## src/rtl/sr_latch_driver_pkg.sv

```systemverilog
// Shared encodings and helpers for the SR latch command driver.
`timescale 1ns/1ps
package sr_latch_driver_pkg;

    typedef enum logic [1:0] {
        OP_HOLD   = 2'b00,
        OP_RESET  = 2'b01,
        OP_SET    = 2'b10,
        OP_TOGGLE = 2'b11
    } op_e;

    typedef enum logic [1:0] {
        ST_IDLE  = 2'd0,
        ST_DRIVE = 2'd1,
        ST_CHECK = 2'd2,
        ST_DONE  = 2'd3
    } state_e;

    localparam int unsigned CNT_W   = 8;
    localparam logic [7:0]  ERR_MAX = 8'hFF;

    function automatic logic [7:0] sat_inc(input logic [7:0] v);
        return (v == ERR_MAX) ? v : v + 8'd1;
    endfunction

endpackage

```

## src/rtl/sr_latch_driver.sv

```systemverilog
// Drives S/R/en of a gated SR latch per command and confirms the result on Q/Qn.
// Handshake: a command is taken on a rising edge where req_valid && req_ready; req_ready is high only in IDLE.
`timescale 1ns/1ps
module sr_latch_driver
    import sr_latch_driver_pkg::*;
#(
    parameter int unsigned PULSE_CYCLES = 1,
    parameter int unsigned TIMEOUT      = 4
) (
    input  logic       clk,
    input  logic       rst,
    input  logic       req_valid,
    input  logic [1:0] req_op,
    output logic       req_ready,
    output logic       S,
    output logic       R,
    output logic       en,
    input  logic       Q,
    input  logic       Qn,
    output logic       busy,
    output logic       done,
    output logic       err,
    output logic [7:0] err_count,
    output logic [1:0] dbg_state
);

    localparam logic [CNT_W-1:0] PULSE_LOAD   = CNT_W'(PULSE_CYCLES - 1);
    localparam logic [CNT_W-1:0] TIMEOUT_LOAD = CNT_W'(TIMEOUT - 1);

    state_e           r_state;
    logic [CNT_W-1:0] r_cnt;
    logic             r_target;
    logic             r_s;
    logic             r_r;
    logic             r_en;
    logic             r_done;
    logic             r_err;
    logic             r_busy;
    logic             r_ready;
    logic [7:0]       r_err_count;

    state_e           w_state_nxt;
    logic [CNT_W-1:0] w_cnt_nxt;
    logic             w_target_nxt;
    logic             w_err_nxt;
    logic             w_hs;
    logic             w_pass;
    logic             w_invalid;
    logic             w_drive;

    assign w_hs      = req_valid && r_ready;
    assign w_pass    = (Q == r_target) && (Qn == ~r_target);
    assign w_invalid = (Q == Qn);

    always_comb begin
        w_state_nxt  = r_state;
        w_cnt_nxt    = r_cnt;
        w_target_nxt = r_target;
        w_err_nxt    = 1'b0;
        case (r_state)
            ST_IDLE: begin
                if (w_hs) begin
                    w_cnt_nxt   = PULSE_LOAD;
                    w_state_nxt = ST_DRIVE;
                    case (op_e'(req_op))
                        OP_HOLD:   w_state_nxt  = ST_DONE;
                        OP_RESET:  w_target_nxt = 1'b0;
                        OP_SET:    w_target_nxt = 1'b1;
                        OP_TOGGLE: w_target_nxt = ~Q;
                        default:   w_state_nxt  = ST_DONE;
                    endcase
                end
            end
            ST_DRIVE: begin
                if (r_cnt == '0) begin
                    w_state_nxt = ST_CHECK;
                    w_cnt_nxt   = TIMEOUT_LOAD;
                end else begin
                    w_cnt_nxt = r_cnt - 1'b1;
                end
            end
            ST_CHECK: begin
                // Pass is tested first so a late confirmation beats the timeout.
                if (w_pass) begin
                    w_state_nxt = ST_DONE;
                end else if (w_invalid || (r_cnt == '0)) begin
                    w_state_nxt = ST_DONE;
                    w_err_nxt   = 1'b1;
                end else begin
                    w_cnt_nxt = r_cnt - 1'b1;
                end
            end
            ST_DONE: begin
                w_state_nxt = ST_IDLE;
            end
            default: begin
                w_state_nxt = ST_IDLE;
            end
        endcase
    end

    assign w_drive = (w_state_nxt == ST_DRIVE);

    // Outputs are decoded from the next state so every port comes straight from a flop.
    always_ff @(posedge clk or posedge rst) begin
        if (rst) begin
            r_state     <= ST_IDLE;
            r_cnt       <= '0;
            r_target    <= 1'b0;
            r_s         <= 1'b0;
            r_r         <= 1'b0;
            r_en        <= 1'b0;
            r_done      <= 1'b0;
            r_err       <= 1'b0;
            r_busy      <= 1'b0;
            r_ready     <= 1'b1;
            r_err_count <= '0;
        end else begin
            r_state  <= w_state_nxt;
            r_cnt    <= w_cnt_nxt;
            r_target <= w_target_nxt;
            r_s      <= w_drive && w_target_nxt;
            r_r      <= w_drive && !w_target_nxt;
            r_en     <= w_drive;
            r_done   <= (w_state_nxt == ST_DONE);
            r_err    <= (w_state_nxt == ST_DONE) && w_err_nxt;
            r_busy   <= (w_state_nxt != ST_IDLE);
            r_ready  <= (w_state_nxt == ST_IDLE);
            if ((w_state_nxt == ST_DONE) && w_err_nxt) begin
                r_err_count <= sat_inc(r_err_count);
            end
        end
    end

    assign req_ready = r_ready;
    assign S         = r_s;
    assign R         = r_r;
    assign en        = r_en;
    assign busy      = r_busy;
    assign done      = r_done;
    assign err       = r_err;
    assign err_count = r_err_count;
    assign dbg_state = r_state;

endmodule

```

## config.mk

```make
export PLATFORM = sky130hd
export DESIGN_NAME = sr_latch_driver
export DESIGN_NICKNAME = d
export VERILOG_FILES = /design/src/rtl/sr_latch_driver_pkg.sv /design/src/rtl/sr_latch_driver.sv
export SDC_FILE = /design/constraint.sdc
export NUM_CORES = 1
export LEC_CHECK = 0
export CORE_MARGIN = 1
export CORE_UTILIZATION = 50
export CTS_BUF_LIST = sky130_fd_sc_hd__clkbuf_16
export CTS_CLUSTER_DIAMETER = 40
export DETAILED_ROUTE_END_ITERATION = 8
export GPL_TIMING_DRIVEN = 0
export PLACE_DENSITY = 0.76
export REMOVE_ABC_BUFFERS = 1
export SYNTH_ARGS = -nofsm -noshare
export SYNTH_HDL_FRONTEND = slang
export SYNTH_SLANG_ARGS = --single-unit
```

## constraint.sdc

```tcl
create_clock -name clk -period 3.05 [get_ports clk]
set_input_delay 0.61 -clock clk [delete_from_list [all_inputs] [get_ports clk]]
set_output_delay 0.61 -clock clk [all_outputs]
set_load 0.01 [all_outputs]
```

---- Word-level counts from Yosys, hierarchy flattened ----
Index checks and enable logic that the tools add are counted.
storage, ports and cells
  input bits .............................. 7
  register bits ........................... 26
  logic and storage cells ................. 63
cells by class
  add/sub/neg operators ................... 2
  multiplexer cells ....................... 17
  bitwise operators ....................... 3
  reductions and logical operators ........ 15
  eq/ne operators ......................... 15
operators by type and width
  kind                                               count
  2-to-1 mux 8 bit                                   4
  case mux 8 bit (3 select lines)                    1
  == test 2 bit (second input constant)              5
  2-to-1 mux 2 bit                                   5
  adder 8 x 1 -> 8 bit (second input constant)       1
  == test 8 bit (second input constant)              1
  zero test 8 bit                                    1
  case mux 2 bit (4 select lines)                    1
  subtractor 8 x 1 -> 8 bit (second input constant)  1
  == test 2 x 1 -> 1 bit (second input constant)     3
  zero test 2 bit                                    3
  != test 2 bit (second input constant)              3
  logical AND 1 bit                                  5
  2-to-1 mux 1 bit                                   5
  AND reduction 4 bit                                1
  == test 1 bit                                      3
  NOT 1 bit                                          3
  case mux 1 bit (3 select lines)                    1
  nonzero test 3 bit                                 1
  AND reduction 2 bit                                1
  nonzero test 2 bit                                 1
  zero test 1 bit                                    1
  logical OR 1 bit                                   1

---- Logic depth before layout (Yosys ltp) ----
  depth after elaboration ................. 8
  depth in mapped cells ................... 9
  depth with buffers taken out ............ 9

---- Worst setup path after synthesis ----
Ideal clock, no wire load.
  path kind ............................... reg2reg
  from .................................... register r_cnt[0]
  to ...................................... register r_err_count[1], in the netlist err_count[1]
  slack ................................... 0.922 ns
  data arrival time ....................... 2.000 ns
  setup time .............................. 0.128 ns
  required time ........................... 2.922 ns
  stages on the path, launching flop included .. 8
  path through ............................ dfrtp_1 -> inv_1 -> ha_1 -> or3b_2 -> o31ai_4 -> nand4_2 -> a21oi_4 -> mux2_1
between the ends
  longest elaborated chain between the ends .. 8
  elaborated cells on any way between the ends .. 12
  those cells by class .................... 1 x eq/ne; 7 x mux; 4 x reduce/logical
RTL lines
  item                                    line                                          text
  start: declaration                      sr_latch_driver.sv:31                         logic [CNT_W-1:0] r_cnt;
  start signal: assignment                sr_latch_driver.sv:120                        r_cnt <= w_cnt_nxt;
  zero test 8 bit *                       sr_latch_driver.sv:75, sr_latch_driver.sv:86
  logical OR 1 bit                        sr_latch_driver.sv:86                         end else if (w_invalid || (r_cnt == '0)) begin
  2-to-1 mux 2 bit                        sr_latch_driver.sv:86
  2-to-1 mux 2 bit                        sr_latch_driver.sv:84                         if (w_pass) begin
  case mux 2 bit (4 select lines)         sr_latch_driver.sv:60                         case (r_state)
  == test 2 bit                           sr_latch_driver.sv:129                        if ((w_state_nxt == ST_DONE) && w_err_nxt) begin
  logical AND 1 bit *                     sr_latch_driver.sv:129
  AND reduction 2 bit (no source line) *  n/a
  end signal: assignment                  sr_latch_driver.sv:130                        r_err_count <= sat_inc(r_err_count);
  end: declaration                        sr_latch_driver.sv:40                         logic [7:0] r_err_count;
Every way passes the cells marked *; elsewhere a longest branch is shown, timed or not.
A chain may end at the register's enable or synchronous reset.

---- Worst setup path after layout ----
  from .................................... input port req_op[1]
  to ...................................... register r_err_count[1], in the netlist err_count[1]
between the ends
  longest elaborated chain between the ends .. 7
RTL lines
  item                                  line                    text
  start: declaration                    sr_latch_driver.sv:13   input logic [1:0] req_op,
  zero test 2 bit                       sr_latch_driver.sv:65   case (op_e'(req_op))
  2-to-1 mux 2 bit                      sr_latch_driver.sv:65
  2-to-1 mux 2 bit                      sr_latch_driver.sv:62   if (w_hs) begin
  case mux 2 bit (4 select lines)       sr_latch_driver.sv:60
  == test 2 bit                         sr_latch_driver.sv:129
  logical AND 1 bit                     sr_latch_driver.sv:129
  AND reduction 2 bit (no source line)  n/a
Every way passes these cells.

==> metrics.txt <==
Clock Sinks 26; synth warn 0; post-synth top area share 0.454; PortBufs 23; Slowest-stage cell, CP or4bb_1; initial antenna violation count 0; mapped cell area 1380 µm²; setup TNS 0 ps; crit path max fanout 8; net count reported at finish 169; RSZ-0062 raised after global routing no; Std-Cell Rows 18; number of flops mapped to enable cells by yosys 0; Hold Vio Cnt, Final 0; Peak VDD IR 0.000606 V; vias in the first global route 995; I/O Pins 24; cell taking the most area after synthesis dfrtp_1; syn_area_per_cell 10.7 µm²; Worst setup EP type register; Leakage Power 0.757 nW; TritonRoute pass-1 iters 4; CTS tree built; Post-DP HPWL 1910 µm; count of final setup violators 0; DRC Markers 0; Clk Latency, worst-skew pair 260 ps; FILL cells 204; Pwr Density 1040 nW/µm²; die height 54.5 µm; synthesis-stage register bit count 26; Max-cap violations 0; Root Buffer clkbuf_16; leading post-synthesis cells by cell area dfrtp_1 (45%), xnor2_1 (7.0%), ha_1 (5.4%); Syn Inst Count 129; Worst Skew 4.36 ps; Final min period 2320 ps; DR iter-0 viols 13; Setup Buffers After CTS 0; max-slew violations 0; Crit Path Class input pin to register; vias per cell 5.43; clk slew on worst S/H paths 60 ps; GRT Util Overall 0.206; WP data arrival 2470 ps; CP top delay family simple AND/OR/NAND/NOR gates; WL/cell 14.2 µm; Synth cell types 42; Max stage delay on crit path 510 ps; Inserted Clock Buffers 3; Buffers & Inverters on Critical Path 1; Required @ worst endpoint 3200 ps; Min-Delay Path Class register to register; status completed; Worst slew margin 0.350; Clock Tree Buf Depth 2; worst slew pin tran 974 ps; type of origin of the critical path input pin; # hold bufs at CTS 0; GP Congestion 0.791; layout cell share with drive strength beyond 1 0.0903; Syn-to-layout area delta 24.8%; ys async rst share 1.00; Die ar. 2970 µm²; final WL 2630 µm; post_cts resized 0; n_diodes 0; die width 54.5 µm; grt ovf 0; Final ANT Viol Nets 0; Final Cycle Share 0.761; H-Tree Depth 1; maximum number of pins on one net before global-route repair 27; initial core utilization 0.541; total number of vias 1005; Core Area 2540 µm²; first-pass GRT wire length 4350 µm; crit path cell chain clkdlybuf4s50_1, or4bb_1, o211ai_1, nand4_2, a21oi_4, mux2_1; Synth Flop Type dfrtp_1; Max Freq 0.431 GHz; post-synthesis sequential area ratio 0.473; total power 1.79 mW
-- final timing paths --
| kind | from | endpoint | slack (ps) | depth (start not counted) |
|---|---|---|---|---|
| max in group asynchronous | rst | err_count[0]$_DFFE_PP0P_ | 1580 | 2 |
| worst min-delay path | err_count[7]$_DFFE_PP0P_ | err_count[7]$_DFFE_PP0P_ | 510 | 1 |
| worst max register to register | r_cnt[0]$_DFFE_PP0P_ | err_count[1]$_DFFE_PP0P_ | 730 | 7 |
| min in group asynchronous | rst | err_count[3]$_DFFE_PP0P_ | 870 | 2 |
| worst max-delay path | req_op[1] | err_count[1]$_DFFE_PP0P_ | 730 | 6 |
| worst min register to register | err_count[7]$_DFFE_PP0P_ | err_count[7]$_DFFE_PP0P_ | 510 | 1 |
-- kinds of logic after synthesis --
kind of cell,share of synthesized area
adders and majority gates,0.0545
and+or+nand+nor,0.203
DFF,0.473
muxes,0.00817
xor gates and xnor gates,0.0954
buffers and inverters,0.0336
AOI/OAI and AO/OA,0.133
-- power by group --
part / total, mW / switching, mW / internal (mW)
logic: 0.917 / 0.495 / 0.422
clock network: 0.291 / 0.115 / 0.175
registers: 0.585 / 0.113 / 0.473
-- through the flow --
step	hold slack [ps]	std cells	utilization	cell area (µm²)	setup WS [ps]
6_report	511	185	0.676	1720	728
5_1_grt	532	185	0.676	1720	572
4_1_cts	512	185	0.676	1720	722
3_5_place_dp	495	181	0.645	1640	443
3_3_place_gp	494	181	0.645	1640	484
2_1_floorplan	469	128	-	1370	914
-- cells in the mapped netlist (all sizes together), types with 2 or more instances --
master  instances
dfrtp          25
inv            11
nor2           11
xnor2          11
o21ai           7
ha              6
nand2           6
nand4           5
and2            4
nand3           4
xor2            4
and3            3
nor3            3
o31ai           3
a21boi          2
a21oi           2
nor4            2
-- sequential cells by signal, indices dropped and copies added, names as in the netlist --
register	cells
R	1
S	1
busy	1
dbg_state	2
done	1
en	1
err	1
err_count	8
r_cnt	8
r_target	1
req_ready	1
-- worst register-to-register path, cell delays in order (launching register included) --
cell	delay (ps)
dfrtp_1	410
inv_1	90
ha_1	140
or3b_2	520
o31ai_4	290
nand4_2	160
a21oi_4	250
mux2_1	350
-- layout by cell type (no fill, tap or decap), types with 2 or more instances in the layout --
cell type | Yosys | routed
and3_1 | 3 | 3
xor2_1 | 4 | 4
o31ai_1 | 2 | 2
nor2_1 | 11 | 11
nand3_1 | 4 | 4
nor3_1 | 3 | 3
and2_1 | 3 | 3
nand4_1 | 4 | 4
clkdlybuf4s50_1 | 0 | 23
nand2_1 | 6 | 6
xnor2_1 | 11 | 11
clkbuf_16 | 0 | 3
dfrtp_1 | 25 | 25
o21ai_0 | 7 | 7
ha_1 | 6 | 6
inv_1 | 11 | 12
nor4_1 | 2 | 2
-- cell type report --
type                    count  area, µm²  share of cell area
clock buffers               3       75.1              0.0437
clock inverters             1       3.75             0.00218
inverters                  11       41.3              0.0240
multi-input cells          91        679               0.395
flip-flops and latches     26        652               0.379
well taps                  30       37.5              0.0218
repair buffers             23        230               0.134
-- metal layers --
metal | wire, µm | global-route usage | up-vias | share of wire
met5 | 0 | 0 | - | 0
met4 | 27 | 0.0513 | 0 | 0.010
met3 | 70 | 0.0361 | 2 | 0.027
met2 | 1250 | 0.360 | 15 | 0.47
met1 | 1280 | 0.260 | 483 | 0.49
li1 | - | - | 505 | -
No activity file was read; power rests on OpenSTA's default activity.
==> variant (config.mk and constraints unchanged) <==
Make the reset (`rst`) synchronous in one clocked block.
--- a/src/rtl/sr_latch_driver.sv
+++ b/src/rtl/sr_latch_driver.sv
@@ -102,7 +102,7 @@
     assign w_drive = (w_state_nxt == ST_DRIVE);
 
     // Outputs are decoded from the next state so every port comes straight from a flop.
-    always_ff @(posedge clk or posedge rst) begin
+    always_ff @(posedge clk) begin
         if (rst) begin
             r_state     <= ST_IDLE;
             r_cnt       <= '0;
Formal check against the unedited RTL: differs if rst is asserted again (counterexample within 4 cycles, from zero or initial values and one cycle with rst high); with rst held inactive, the same outputs for 10 cycles.
==> variant against the unedited design <==
Die area shrank 2.3%; wire length grew 16%; synthesized area shrank 2.4%; critical endpoint is now r_cnt[5]; largest power group unchanged; first-iteration DRC count grew to 3.6 times the old value; cell area shrank 0.80%; count of clock-buffer cells in the layout is the same; sequential cell count is the same; power shrank 15%; largest cell class unchanged; worst setup slack lost 0.52 ns; final cell count grew 14%; hold slack lost 0.029 ns; core utilization grew 0.67 points.
==> variant: results (changes against the unedited design) <==
[pwr]
vdd_drop_max_uv=631  ; +4.3%
cellLeakagePower_nw=0.642  ; -15%

[global_routing]
grt_max_degree=19  ; -30%
grt_antenna_before_repair=0  ; unchanged
grt_usage_pct=23.5  ; +2.9 points
grt_pass1_wl_um=4910  ; +13%

[placement]
place_ws_ns=-0.179  ; -0.622 ns
dpl_cell_area_um2=1600  ; -2.6%
dp_hpwl_um=2210  ; +16%
gp_congestion=0.802  ; +1.4%

[critical_path]
crit_fanout=9  ; +1
critPathArrivalTime_ns=3.03  ; +0.56 ns

[drt]
first_iter_violations=47  ; +34
via_per_inst=5.84  ; +7.5%
avgRoutedWirePerCell_um=14.5  ; +2.3%

[finish]
final_nets=196  ; +16%
layout-drive-gt1-share_pct=7.22  ; -1.8 points

[synth]
synth_cell_type_count=39  ; -7.1%
async_flop_share_pct=0  ; -100 points
ys_seq_area_share_pct=38.7  ; -8.6 points
synthTopCellsByCount=dfxtp_1 (26), nor2_1 (16), nand2_1 (14)
synth_area_leaders=dfxtp_1 (39%), ha_1 (7.4%), nor2_1 (4.5%)

[cts]
cts_max_path_buffers=2  ; unchanged

[outcome]
status=complete, no violations

[timing]
slew_headroom_pct=49.3  ; +14 points

[variant: worst paths after layout]
check	start	cells after the start	endpoint	slack [ns]
worst max register to register	r_cnt[0]	8	err_count[2]	0.40
worst max-delay path	Q	7	r_cnt[5]	0.21
worst min-delay path	r_cnt[0]	2	r_cnt[0]	0.48
worst min register to register	r_cnt[0]	2	r_cnt[0]	0.48
[variant: routing by layer]
layer	track usage, %	wire length, um	vias up
li1	-	-	612
met5	0	0	-
met1	27.5	1310	581
met2	42.4	1580	26
met3	3.11	113	7
met4	9.65	45	0
[variant: cells by family (layout without fill, tap and decap cells)]
logic type / count (synthesis) / in the layout / share of synthesized area, %
adders and majority gates: 8 / 8 / 7.44
muxes: 3 / 3 / 2.51
AOI/OAI and AO/OA: 35 / 35 / 18.2
xor gates and xnor gates: 6 / 6 / 3.91
DFF: 26 / 26 / 38.7
and+or+nand+nor: 66 / 66 / 25.6
buffers and inverters: 13 / 36 / 3.63
[variant: cell type report]
type	instances	area [um^2]
Fill cell	199	795
Multi-Input combinational cell	118	778
Sequential cell	26	520
Timing Repair Buffer	23	230
Clock buffer	3	75.1
Tap cell	30	37.5
Inverter	9	33.8
Clock inverter	1	30.0
[variant: metrics by stage]
stage	TNS (ns)	utilization [%]	instances
after global routing	0	68.2	210
final	0	68.2	210
after CTS	0	68.1	210
after floorplan	0	-	153
after detailed placement	-0.686	63.9	206
after global placement	-0.423	63.9	206
[variant: report_power, final]
part	switching, mW	internal, mW	total (mW)
combinational	0.385	0.271	0.656
clock	0.115	0.261	0.376
sequential	0.0753	0.416	0.491
[variant: critical path, cell delays in order]
cell             delay, ns
clkdlybuf4s50_1       0.56
or3b_1                0.36
a22o_1                0.27
a221oi_4              0.49
nand2_1               0.17
or4_1                 0.43
a21oi_1               0.15
